$ cat config.mk
export PLATFORM = sky130hd
export DESIGN_NAME = id_ex_stage
export DESIGN_NICKNAME = d
export VERILOG_FILES = /design/src/rtl/cpu_pkg.sv /design/src/rtl/fwd_unit.sv /design/src/rtl/id_ex_stage.sv
export SDC_FILE = /design/constraint.sdc
export NUM_CORES = 1
export LEC_CHECK = 0
export ABC_CLOCK_PERIOD_IN_PS = 2600
export CORE_ASPECT_RATIO = 1.25
export CORE_MARGIN = 2
export CORE_UTILIZATION = 33
export DETAILED_ROUTE_END_ITERATION = 8
export PLACE_DENSITY_LB_ADDON = 0.1
export SLEW_MARGIN = 30
export SYNTH_ARGS = -nofsm -noshare
export SYNTH_HDL_FRONTEND = slang
export SYNTH_SLANG_ARGS = --single-unit
$ cat constraint.sdc
create_clock -name clk -period 2.6 [get_ports clk]
set_clock_uncertainty 0.05 [all_clocks]
set_input_delay 0.65 -clock clk [delete_from_list [all_inputs] [get_ports clk]]
set_output_delay 0.65 -clock clk [all_outputs]
set_load 0.02 [all_outputs]
$ cat src/rtl/cpu_pkg.sv
// Shared widths and encodings for the decode/execute boundary.
// Operand-forwarding selects and the ALU op codes live here so every stage agrees.
package cpu_pkg;

  localparam int DATA_W = 32;
  localparam int REG_AW = 5;

  typedef enum logic [2:0] {
    ADD = 3'b000,
    SUB = 3'b001,
    XOR = 3'b010,
    BEQ = 3'b011,
    OR  = 3'b100
  } alu_op_t;

  typedef enum logic [1:0] {
    RF  = 2'd0,
    MEM = 2'd1,
    WB  = 2'd2
  } fwd_sel_t;

endpackage

$ cat src/rtl/fwd_unit.sv
// Forwarding mux for one source operand: picks the youngest in-flight producer
// of the register, falling back to register-file data. Register 0 never forwards.
module fwd_unit #(
  parameter int DATA_W = cpu_pkg::DATA_W,
  parameter int REG_AW = cpu_pkg::REG_AW
) (
  input  logic [REG_AW-1:0] src,
  input  logic [DATA_W-1:0] rf_data,
  input  logic              mem_reg_write,
  input  logic [REG_AW-1:0] mem_rd,
  input  logic [DATA_W-1:0] mem_result,
  input  logic              wb_reg_write,
  input  logic [REG_AW-1:0] wb_rd,
  input  logic [DATA_W-1:0] wb_result,
  output cpu_pkg::fwd_sel_t sel,
  output logic [DATA_W-1:0] operand
);
  import cpu_pkg::*;

  logic mem_hit;
  logic wb_hit;

  assign mem_hit = mem_reg_write && (mem_rd != '0) && (mem_rd == src);
  assign wb_hit  = wb_reg_write  && (wb_rd  != '0) && (wb_rd  == src);

  // NOTE: defaults first so every path assigns both outputs and no latch is inferred.
  always_comb begin
    sel     = RF;
    operand = rf_data;
    if (mem_hit) begin
      sel     = MEM;
      operand = mem_result;
    end else if (wb_hit) begin
      sel     = WB;
      operand = wb_result;
    end
  end

endmodule

$ cat src/rtl/id_ex_stage.sv
// ID/EX pipeline register: operand selection and forwarding, load-use stall,
// branch flush and a saturating stall counter for performance debug.
module id_ex_stage #(
  parameter int DATA_W = cpu_pkg::DATA_W,
  parameter int REG_AW = cpu_pkg::REG_AW,
  parameter int CTRL_W = 3,
  parameter int CNT_W  = 16
) (
  input  logic              clk,
  input  logic              reset,
  input  logic              id_valid,
  input  logic [REG_AW-1:0] id_rs,
  input  logic [REG_AW-1:0] id_rt,
  input  logic [REG_AW-1:0] id_rd,
  input  logic [DATA_W-1:0] id_rs_data,
  input  logic [DATA_W-1:0] id_rt_data,
  input  logic [15:0]       id_imm,
  input  logic              id_use_imm,
  input  logic              id_uses_rt,
  input  logic [CTRL_W-1:0] id_alu_op,
  input  logic              id_mem_read,
  input  logic              id_mem_write,
  input  logic              id_reg_write,
  input  logic              mem_reg_write,
  input  logic [REG_AW-1:0] mem_rd,
  input  logic [DATA_W-1:0] mem_result,
  input  logic              wb_reg_write,
  input  logic [REG_AW-1:0] wb_rd,
  input  logic [DATA_W-1:0] wb_result,
  input  logic              ex_stall,
  input  logic              flush,
  output logic [DATA_W-1:0] alu_a,
  output logic [DATA_W-1:0] alu_b,
  output logic [CTRL_W-1:0] alu_ctrl,
  output logic              ex_valid,
  output logic [REG_AW-1:0] ex_rd,
  output logic              ex_reg_write,
  output logic              ex_mem_read,
  output logic              ex_mem_write,
  output logic [DATA_W-1:0] ex_store_data,
  output logic              stall_id,
  output logic [CNT_W-1:0]  stall_cnt
);
  import cpu_pkg::*;

  fwd_sel_t          rs_sel;
  fwd_sel_t          rt_sel;
  logic [DATA_W-1:0] fwd_rs;
  logic [DATA_W-1:0] fwd_rt;
  logic [DATA_W-1:0] op_b;
  logic              load_use;
  logic              unused_sel;

  fwd_unit #(.DATA_W(DATA_W), .REG_AW(REG_AW)) u_fwd_rs (
    .src(id_rs), .rf_data(id_rs_data),
    .mem_reg_write(mem_reg_write), .mem_rd(mem_rd), .mem_result(mem_result),
    .wb_reg_write(wb_reg_write), .wb_rd(wb_rd), .wb_result(wb_result),
    .sel(rs_sel), .operand(fwd_rs)
  );

  fwd_unit #(.DATA_W(DATA_W), .REG_AW(REG_AW)) u_fwd_rt (
    .src(id_rt), .rf_data(id_rt_data),
    .mem_reg_write(mem_reg_write), .mem_rd(mem_rd), .mem_result(mem_result),
    .wb_reg_write(wb_reg_write), .wb_rd(wb_rd), .wb_result(wb_result),
    .sel(rt_sel), .operand(fwd_rt)
  );

  // Selects are kept for debug visibility; the datapath only needs the operands.
  assign unused_sel = ^{rs_sel, rt_sel};

  assign op_b = id_use_imm ? {{(DATA_W-16){id_imm[15]}}, id_imm} : fwd_rt;

  // A load in EX cannot forward yet; a consumer in ID must wait one cycle.
  assign load_use = ex_valid && ex_mem_read && (ex_rd != '0) && id_valid &&
                    ((ex_rd == id_rs) || (id_uses_rt && (ex_rd == id_rt)));

  // A flush drops the decode slot, so decode must not be told to hold it.
  assign stall_id = !flush && (ex_stall || load_use);

  // NOTE: sequential state uses non-blocking assignments so every register
  // samples pre-edge values; kills and bubbles clear operands too, so EX never sees stale data.
  always_ff @(posedge clk or negedge reset) begin
    if (!reset) begin
      alu_a         <= '0;
      alu_b         <= '0;
      alu_ctrl      <= CTRL_W'(ADD);
      ex_valid      <= 1'b0;
      ex_rd         <= '0;
      ex_reg_write  <= 1'b0;
      ex_mem_read   <= 1'b0;
      ex_mem_write  <= 1'b0;
      ex_store_data <= '0;
    end else if (flush || (!ex_stall && load_use)) begin
      alu_a         <= '0;
      alu_b         <= '0;
      alu_ctrl      <= CTRL_W'(ADD);
      ex_valid      <= 1'b0;
      ex_rd         <= '0;
      ex_reg_write  <= 1'b0;
      ex_mem_read   <= 1'b0;
      ex_mem_write  <= 1'b0;
      ex_store_data <= '0;
    end else if (!ex_stall) begin
      alu_a         <= fwd_rs;
      alu_b         <= op_b;
      alu_ctrl      <= id_alu_op;
      ex_valid      <= id_valid;
      ex_rd         <= id_rd;
      ex_reg_write  <= id_valid && id_reg_write;
      ex_mem_read   <= id_valid && id_mem_read;
      ex_mem_write  <= id_valid && id_mem_write;
      ex_store_data <= fwd_rt;
    end
  end

  always_ff @(posedge clk or negedge reset) begin
    if (!reset) begin
      stall_cnt <= '0;
    end else if (stall_id && (stall_cnt != '1)) begin
      stall_cnt <= stall_cnt + CNT_W'(1);
    end
  end

endmodule

==> results of run 1 <==
==> routing by layer <==
metal | GRT usage [%] | vias up | wire length [µm]
met2 | 42.9 | 268 | 13800
met4 | 7.23 | 0 | 398
met5 | 0 | - | 0
li1 | - | 3375 | -
met1 | 31.1 | 3417 | 11600
met3 | 5.49 | 29 | 1640
==> critical path, delay by kind of cell <==
family / cells / cell delay [ns]
AND/OR/NAND/NOR: 2 / 0.73
AO/OA/AOI/OAI: 4 / 0.86
buffers and inverters: 2 / 0.63
==> synthesized netlist by cell type <==
library cell	count	area [µm²]
o221ai_1	1	8.76
nor4_1	8	50.1
and3_1	2	12.5
mux2_1	4	45.0
o31ai_1	58	435
nand4_1	32	200
inv_1	33	124
a2bb2oi_1	3	26.3
xnor2_1	21	184
buf_2	10	50.1
nor2_1	39	146
dfrtp_1	124	3100
o21ai_1	33	165
nand2_1	96	360
nor3_1	7	35.0
a22o_1	70	613
clkbuf_1	45	169
xor2_1	24	210
o211a_1	29	290
nand2_2	1	6.26
o21a_1	1	7.51
o221a_2	1	11.3
buf_4	1	7.51
a32o_1	3	30.0
o22ai_1	1	6.26
a21oi_1	2	10.0
nand3_1	15	75.1
a311oi_1	3	26.3
ha_1	1	12.5
and2_1	1	6.26
a31oi_1	3	18.8
or4_1	4	30.0
mux2i_1	32	320
buf_6	4	45.0
==> cell families (layout without fill, tap and decap cells) <==
| group | Yosys count | after routing | synth area share, % |
|---|---|---|---|
| and+or+nand+nor | 205 | 205 | 13.5 |
| DFF | 124 | 124 | 45.4 |
| buffers and inverters | 93 | 479 | 5.78 |
| other | 0 | 1 | 0 |
| adders and majority gates | 1 | 1 | 0.183 |
| AOI/OAI and AO/OA | 208 | 208 | 24.1 |
| xor gates and xnor gates | 45 | 45 | 5.76 |
| muxes | 36 | 36 | 5.34 |
==> power groups by stage <==
stage	Combinational [mW]	Clock, mW	Sequential, mW
final	1.50	2.58	2.19
after global routing	1.61	2.71	2.21
after CTS	1.50	2.63	2.19
after detailed placement	1.49	0	2.23
after global placement	1.49	0	2.22
after floorplan	0.428	0	2.38
==> stage by stage <==
| stage | hold slack (ns) | cells | utilization, % | total power, mW | cell area, µm² |
|---|---|---|---|---|---|
| 2_1_floorplan | 0.304 | 712 | - | 2.81 | 6840 |
| 3_3_place_gp | 0.410 | 1330 | 54.0 | 3.71 | 10900 |
| 3_5_place_dp | 0.416 | 1330 | 54.0 | 3.72 | 10900 |
| 4_1_cts | 0.147 | 1364 | 57.3 | 6.32 | 11600 |
| 5_1_grt | 0.169 | 1369 | 58.1 | 6.54 | 11800 |
| 6_report | 0.140 | 1369 | 58.1 | 6.28 | 11800 |
==> registers in the layout, indices dropped and copies added (netlist names) <==
name           count
alu_a             32
ex_rd              5
ex_valid           1
ex_store_data     32
ex_reg_write       1
ex_mem_write       1
alu_ctrl           3
alu_b             32
stall_cnt         16
ex_mem_read        1
==> cell usage in the layout, fill, tap and decap left out, types with 5 or more instances in the layout <==
cell             count
clkdlybuf4s50_1    292
dlymetal6s2s_1       9
nand4_1             32
xnor2_1             20
clkbuf_16           19
mux2i_1             32
buf_4               90
inv_1               33
a22o_1              70
xor2_1              24
o31ai_2              5
nand2_1             95
nor4_1               6
o211a_1             29
nand3_1             15
nor2_1              37
buf_12              13
o21ai_1             32
nor3_1               6
dfrtp_1            124
o31ai_1             53
==> path summary, 6_finish.rpt <==
| path | cells past startpoint | endpoint |
|---|---|---|
| setup / recovery | 8 | alu_b[3] |
| hold / removal | 1 | stall_cnt[6] |
| setup reg to reg | 8 | stall_cnt[13] |
| hold reg to reg | 2 | ex_store_data[8] |
| max in group asynchronous | 2 | ex_store_data[31] |
| min in group clk | 2 | ex_store_data[8] |
==> layout make-up <==
type                            instances  area, µm²  area share (%)
Antenna cell                            1       2.50          0.0213
Multi-Input combinational cell        495       3440            29.3
Sequential cell                       124       3100            26.4
Clock inverter                         15        210            1.79
Tap cell                              270        338            2.87
Inverter                               33        124            1.05
Clock buffer                           17        425            3.62
Timing Repair Buffer                  414       4110            35.0
==> what timing repair did <==
action	in CTS	in global routing
resized for setup	12	21
buffers inserted	1	2
pin swaps	2	10
endpoints found under the setup margin	43	39
gates cloned	1	2
hold buffers	0	0
==> flow_summary.toml, run 1 <==
[timing]
finalSetupViolations = 0
worstMarginPinSlew_ns = 0.533
final_hold_viol_count = 0
min_period_over_period_pct = 97.8
fin_crit_ns = 2.54
final_max_slew_viol_count = 0
tns_ns = 0
maxSlewHeadroom_pct = 64.5
finalWorstSetupSlack_ns = 0.0563
max_clock_freq_mhz = 393

[global_route]
antenna_found_initial = 1
grt_pass1_vias = 7222
grt_pass1_wl_um = 41600
overflow = 0
grt_max_degree = 62
track_usage_pct = 24.8

[cells_and_area]
fillCellCount = 1776
area_growth_syn_to_layout_pct = 71.8
nNetsFinal = 1270
drive_gt1_share_pct = 14.8

[clock_network]
clk_pin_slew_worst_paths_ns = 0.06
htree_levels = 4
clk_latency_ns = 0.42
cts_tree = "done"
cts_made_buffers = 17
clockRootBuffer = "clkbuf_16"
clk_path_buf_depth = 2
clock_sinks = 124

[detailed_routing]
drc = 0
drt_iter0_markers = 356
wire_per_inst_um = 20.0
wl_um = 27400
ant_nets = 0
drt-pass1-iter-count = 5
vias = 7089
vias_per_cell = 5.18

[floorplanning]
die_area_mm2 = 0.0219
boundaryPins = 309
die_x_um = 133
rows = 58
die_h_um = 165
core_mm2 = 0.0202
start_util_pct = 33.8

[yosys]
ys_types = 34
yosys_warnings = 0
synthCells = 712
yosysSeqAreaShare_pct = 45.4
yosys_register_bits = 124
synth_area_mm2 = 0.00684
syn-num-nets = 897
synth.avg_cell_area_um2 = 9.61

[run_status]
status = "completed"

[setup_path]
reg2reg_slack_ns = 0.28
crit_type = "primary input to register"
cp-startpoint = "wb_rd[0]"
cpPeakStageDelay_ns = 0.53
critPathCaptureType = "register"
worst_ep_arrival_time_ns = 2.86
r2r-start = "ex_rd[1]"
cp-start-kind = "primary input"
crit_slowest_cell = "or4_1"
worst-path-max-fanout = 11
cp_cell_sequence = "clkdlybuf4s50_1 -> or4_1 -> o21a_1 -> and3_1 -> buf_4 -> o211a_1 -> o31ai_2 -> a22o_1"
cp.required_ns = 2.91

[flow_run]
maxCapViolCount = 0

[power]
seqPwrFrac_pct = 34.9
p_switching_mw = 1.79
pwr-share-clk_pct = 41.1
p_sw_share_pct = 28.6
p_comb_share_pct = 24.0
leakage_nw = 5.22
irDropWorstVdd_mv = 0.423
power_density_mw_per_mm2 = 534
p_int_mw = 4.48

[place]
post-dp-hpwl_um = 18800
post-place-ws_ns = -0.592
io_buffers = 308
place_congestion = 0.854

[min_path]
hold_path.class = "primary input to asynchronous set/reset pin"
Note: power is estimated with default switching activity, not from simulation.
==> inputs of run 2 (changes only) <==
Settings changed: DONT_BUFFER_PORTS set to 1.
==> run 2 against run 1 <==
The flow now finishes with violations (hold timing). Power fell by 12%. Critical path depth shrank 3. Non-clock buffer count shrank 384. Core utilization is 19 points lower. Global-route usage down 2.9 points. Hold slack got worse by 0.27 ns. Combinational power down 59%. Sequential share of layout area grew 13 points. Cell area fell by 32%. Via count fell by 19%.
==> flow_summary.toml, run 2 (same netlist as run 1, synthesis figures left out) <==
[global_route]
met1_usage_pct = 25.5
grt_max_degree = 125
antenna_found_initial = 0
met3_usage_pct = 7.12
top_usage_layer = "met2"
track_usage_pct = 21.8
grt_pass1_wl_um = 36300
overflow = 0
gr-usage-met2_pct = 37.4
grt_pass1_vias = 5953

[timing]
fin_crit_ns = 2.52
final_max_slew_viol_count = 0
holdWs_ns = -0.128
max_clock_freq_mhz = 397
finalWorstSetupSlack_ns = 0.0781
maxSlewHeadroom_pct = 49.2
final_hold_viol_count = 124
min_period_over_period_pct = 97.0
worstMarginPinSlew_ns = 0.761
rsz0062_at_grt = "no"
finalSetupViolations = 0

[detailed_routing]
ant_nets = 0
drt-pass1-iter-count = 5
wl_um = 24500
drt_iter0_markers = 367
drc = 0
vias = 5777
wire_per_inst_um = 24.9
vias_per_cell = 5.87

[setup_path]
critPathCaptureType = "output pin"
crit_type = "register to output pin"
worst_ep_arrival_time_ns = 1.82
worst-path-max-fanout = 5
cp.required_ns = 1.90
cp-start-kind = "register"

[power]
irDropWorstVdd_mv = 0.412
power_mw = 5.52
leakage_nw = 3.53
power_density_mw_per_mm2 = 695

[cells_and_area]
design_area_mm2 = 0.00794
area_growth_syn_to_layout_pct = 16.1
diodes = 0
multi_input_area_mm2 = 0.00340
nNetsFinal = 886
layout_commonest_cell = "dfrtp_1"
reg_top3 = "alu_a: 32 flops, alu_b: 32 flops, ex_store_data: 32 flops"
layout_common_cells = "dfrtp_1 (120), nand2_1 (95), a22o_1 (70)"
regArea_mm2 = 0.00311
drive_gt1_share_pct = 11.5
fillCellCount = 2009

[floorplanning]
die_x_um = 133
boundaryPins = 309
start_util_pct = 33.8
core_mm2 = 0.0202
die_h_um = 165
die_area_mm2 = 0.0219
rows = 58

[clock_network]
clk_latency_ns = 0.42
clk_pin_slew_worst_paths_ns = 0.07
htree_levels = 4
cts_made_buffers = 17
cts_setup_buffers = 0
clockRootBuffer = "clkbuf_16"
cts_tree = "done"
clk_path_buf_depth = 2
clock_sinks = 124

[place]
place_congestion = 0.845
place_area_mm2 = 0.00729
post-place-ws_ns = -0.0500
io_buffers = 0
post-dp-hpwl_um = 17000

[run_status]
status = "complete, but fails checks"
violations = "hold timing"

[min_path]
hold_path.class = "primary input to asynchronous set/reset pin"

[flow_run]
maxCapViolCount = 0
run 2: changes by cell type in the layout (fill, tap and decap cells not counted), moves of 5 or more:
cell,delta
dlymetal6s2s_1,-9
o31ai_2,-5
clkdlybuf4s50_1,-292
o31ai_1,+5
buf_4,-70
run 2: critical path, cell delays in order, from the launching register on:
cell and delay [ns]:
dfrtp_1 0.60, xnor2_1 0.17, nand3_1 0.11, o22ai_1 0.21, a21oi_2 0.10, nor2_2 0.22
run 2: per-layer routing:
metal | vias up | wire length, µm
met3 | 41 | 1900
met2 | 270 | 12300
li1 | 2594 | -
met5 | - | 0
met4 | 0 | 741
met1 | 2872 | 9590
run 2: stage by stage:
| stage | setup TNS (ns) | cells | utilization (%) |
|---|---|---|---|
| after floorplan | 0 | 712 | - |
| after global placement | -0.154 | 952 | 36.0 |
| after detailed placement | -0.226 | 952 | 36.0 |
| after CTS | 0 | 984 | 39.1 |
| after global routing | 0 | 984 | 39.2 |
| final | 0 | 984 | 39.2 |
run 2: power breakdown:
group | internal (mW) | switching [mW] | total (mW)
sequential | 2.07 | 0.311 | 2.38
combinational | 0.272 | 0.349 | 0.621
clock | 1.56 | 0.952 | 2.52
run 2: final timing paths:
| check | startpoint | end | slack, ns | cells after the start |
|---|---|---|---|---|
| setup / recovery | ex_rd[3] | stall_id | 0.08 | 5 |
| hold / removal | reset | stall_cnt[9] | -0.13 | 0 |
| setup reg to reg | stall_cnt[12] | stall_cnt[1] | 0.30 | 5 |
| hold reg to reg | stall_cnt[5] | stall_cnt[5] | 0.56 | 2 |
| max in group asynchronous | reset | alu_b[21] | 2.45 | 0 |
| min in group clk | id_rd[3] | ex_rd[3] | 0.32 | 1 |
run 2: layout make-up:
| class | count | share of cell area [%] |
|---|---|---|
| multi-input cells | 495 | 42.9 |
| flip-flops and latches | 124 | 39.1 |
| clock buffers | 19 | 5.70 |
| repair buffers | 30 | 4.41 |
| well taps | 270 | 4.25 |
| clock inverters | 13 | 2.06 |
| inverters | 33 | 1.56 |
run 2: what timing repair did:
action                                 in CTS  in global routing
endpoints found under the hold margin     124                124
pin swaps                                   1                  2
resized for setup                           3                  6
setup endpoints to repair                   1                  1
==> inputs of run 3 (changes only) <==
Settings changed: ABC_CLOCK_PERIOD_IN_PS 2600 to 2300, CORE_AREA set to 2 2 119 121, CORE_ASPECT_RATIO 1.25 to unset, CORE_MARGIN 2 to unset, CORE_UTILIZATION 33 to unset, DIE_AREA set to 0 0 121 123.
Clock period 2.6 ns to 2.3 ns, I/O delays scaled along.
==> run 3 against run 2 <==
The run ends with hold timing, setup timing left. Sequential share of layout area decreased by 1.0 points. Critical path type unchanged. Via count increased by 4.2%. Cell area increased by 2.9%. Critical path depth increased by 1.
==> flow_summary.toml, run 3 (same netlist as run 1, synthesis figures left out) <==
[setup_path]
ff2ff_path_depth = 7
reg2reg_slack_ns = 0.12
crit_type = "register to output pin"
critPathTopFamily = "flip-flops"
path_buf_inv = 1
r2r_end = "stall_cnt[13]"
worst-path-max-fanout = 5
r2r-start = "ex_rd[4]"
cpPeakStageDelay_ns = 0.50
cp-start-kind = "register"
cp.required_ns = 1.67
crit_slowest_cell = "dfrtp_2"
worst_ep_arrival_time_ns = 1.75
cp_cell_sequence = "xnor2_2 -> nand2_1 -> o22ai_2 -> a21oi_2 -> nor2_1 -> buf_4"
critPathCaptureType = "output pin"

[global_route]
grt_max_degree = 125
overflow = 0
grt_pass1_vias = 6156
grt_pass1_wl_um = 34600
track_usage_pct = 30.2
antenna_found_initial = 0

[clock_network]
clk_latency_ns = 0.41
clk_pin_slew_worst_paths_ns = 0.05
cts_tree = "done"
clockRootBuffer = "clkbuf_16"
clock_sinks = 124
clk_path_buf_depth = 2
cts_made_buffers = 17
htree_levels = 4

[timing]
final_hold_viol_count = 124
finalWorstSetupSlack_ns = -0.0735
finalSetupViolations = 1
fin_crit_ns = 2.37
min_period_over_period_pct = 103
final_max_slew_viol_count = 0
tns_ns = -0.0735
rsz0062_at_grt = "yes"
holdWs_ns = -0.193
worstMarginPinSlew_ns = 0.469
max_clock_freq_mhz = 421
maxSlewHeadroom_pct = 68.7

[detailed_routing]
dr_wl_met3_um = 2200
wire_per_inst_um = 24.2
wl_met2_um = 11200
drt_iter0_markers = 419
drt-pass1-iter-count = 6
ant_nets = 0
vias_per_cell = 6.43
top_layer_used = "met4"
wl_um = 22700
wl_met1_um = 8630
drc = 0
vias = 6022

[place]
place_area_mm2 = 0.00744
post-dp-hpwl_um = 15700
place_congestion = 0.910
io_buffers = 0

[cells_and_area]
layout_common_cells = "dfrtp_1 (117), nand2_1 (96), a22o_1 (70)"
nNetsFinal = 930
design_area_mm2 = 0.00817
utilization_pct = 60.0
reg_top3 = "alu_a: 32 flops, alu_b: 32 flops, ex_store_data: 32 flops"
area_growth_syn_to_layout_pct = 19.4
diodes = 0
layout_commonest_cell = "dfrtp_1"
drive_gt1_share_pct = 16.7

[power]
power_density_mw_per_mm2 = 778
irDropWorstVdd_mv = 0.499
power_mw = 6.35
leakage_nw = 3.78

[floorplanning]
die_h_um = 123
core_mm2 = 0.0136
die_x_um = 121
die_area_mm2 = 0.0149
rows = 43
start_util_pct = 50.3
boundaryPins = 309

[run_status]
violations = "hold timing, setup timing"
status = "complete, but fails checks"

[flow_run]
maxCapViolCount = 0

[min_path]
hold_path.class = "primary input to asynchronous set/reset pin"
run 3: what timing repair did:
action                                 CTS  global route
pin swaps                                6             3
setup endpoints to repair                1             7
gates resized for setup                  4             7
endpoints found under the hold margin  124           124
buffers inserted                         3             0
run 3: worst max-delay path by stage:
stage | startpoint | to | slack, ns | cells after the start
5_1_grt | ex_rd[2] | stall_id | -0.17 | 6
3_3_place_gp | wb_rd[0] | alu_b[22] | -0.18 | 7
2_1_floorplan | wb_rd[0] | alu_a[25] | -0.07 | 8
4_1_cts | ex_rd[2] | stall_id | -0.06 | 6
3_5_place_dp | wb_rd[0] | alu_b[16] | -0.25 | 7
6_report | ex_rd[1] | stall_id | -0.07 | 6
run 3: final cells by class:
cell class | count | area [µm²]
well taps | 180 | 225
flip-flops and latches | 124 | 3110
clock buffers | 24 | 522
multi-input cells | 495 | 3410
clock inverters | 6 | 130
fillers | 1200 | 5450
repair buffers | 74 | 643
inverters | 33 | 124
run 3: through the flow:
step / setup slack [ns] / std cells
6_report: -0.0735 / 936
5_1_grt: -0.171 / 936
4_1_cts: -0.0587 / 936
3_5_place_dp: -0.248 / 903
3_3_place_gp: -0.180 / 903
2_1_floorplan: -0.0660 / 712
run 3: layer usage:
layer	vias up	GRT usage (%)
met4	0	12.4
met3	46	10.2
li1	2682	-
met2	349	50.7
met1	2945	35.7
met5	-	0
run 3: power breakdown:
| group | switching [mW] | leakage [nW] | internal, mW | total (mW) |
|---|---|---|---|---|
| Sequential | 0.339 | 1.64 | 2.34 | 2.68 |
| Clock | 0.942 | 0.324 | 2.00 | 2.94 |
| Combinational | 0.400 | 1.81 | 0.327 | 0.727 |
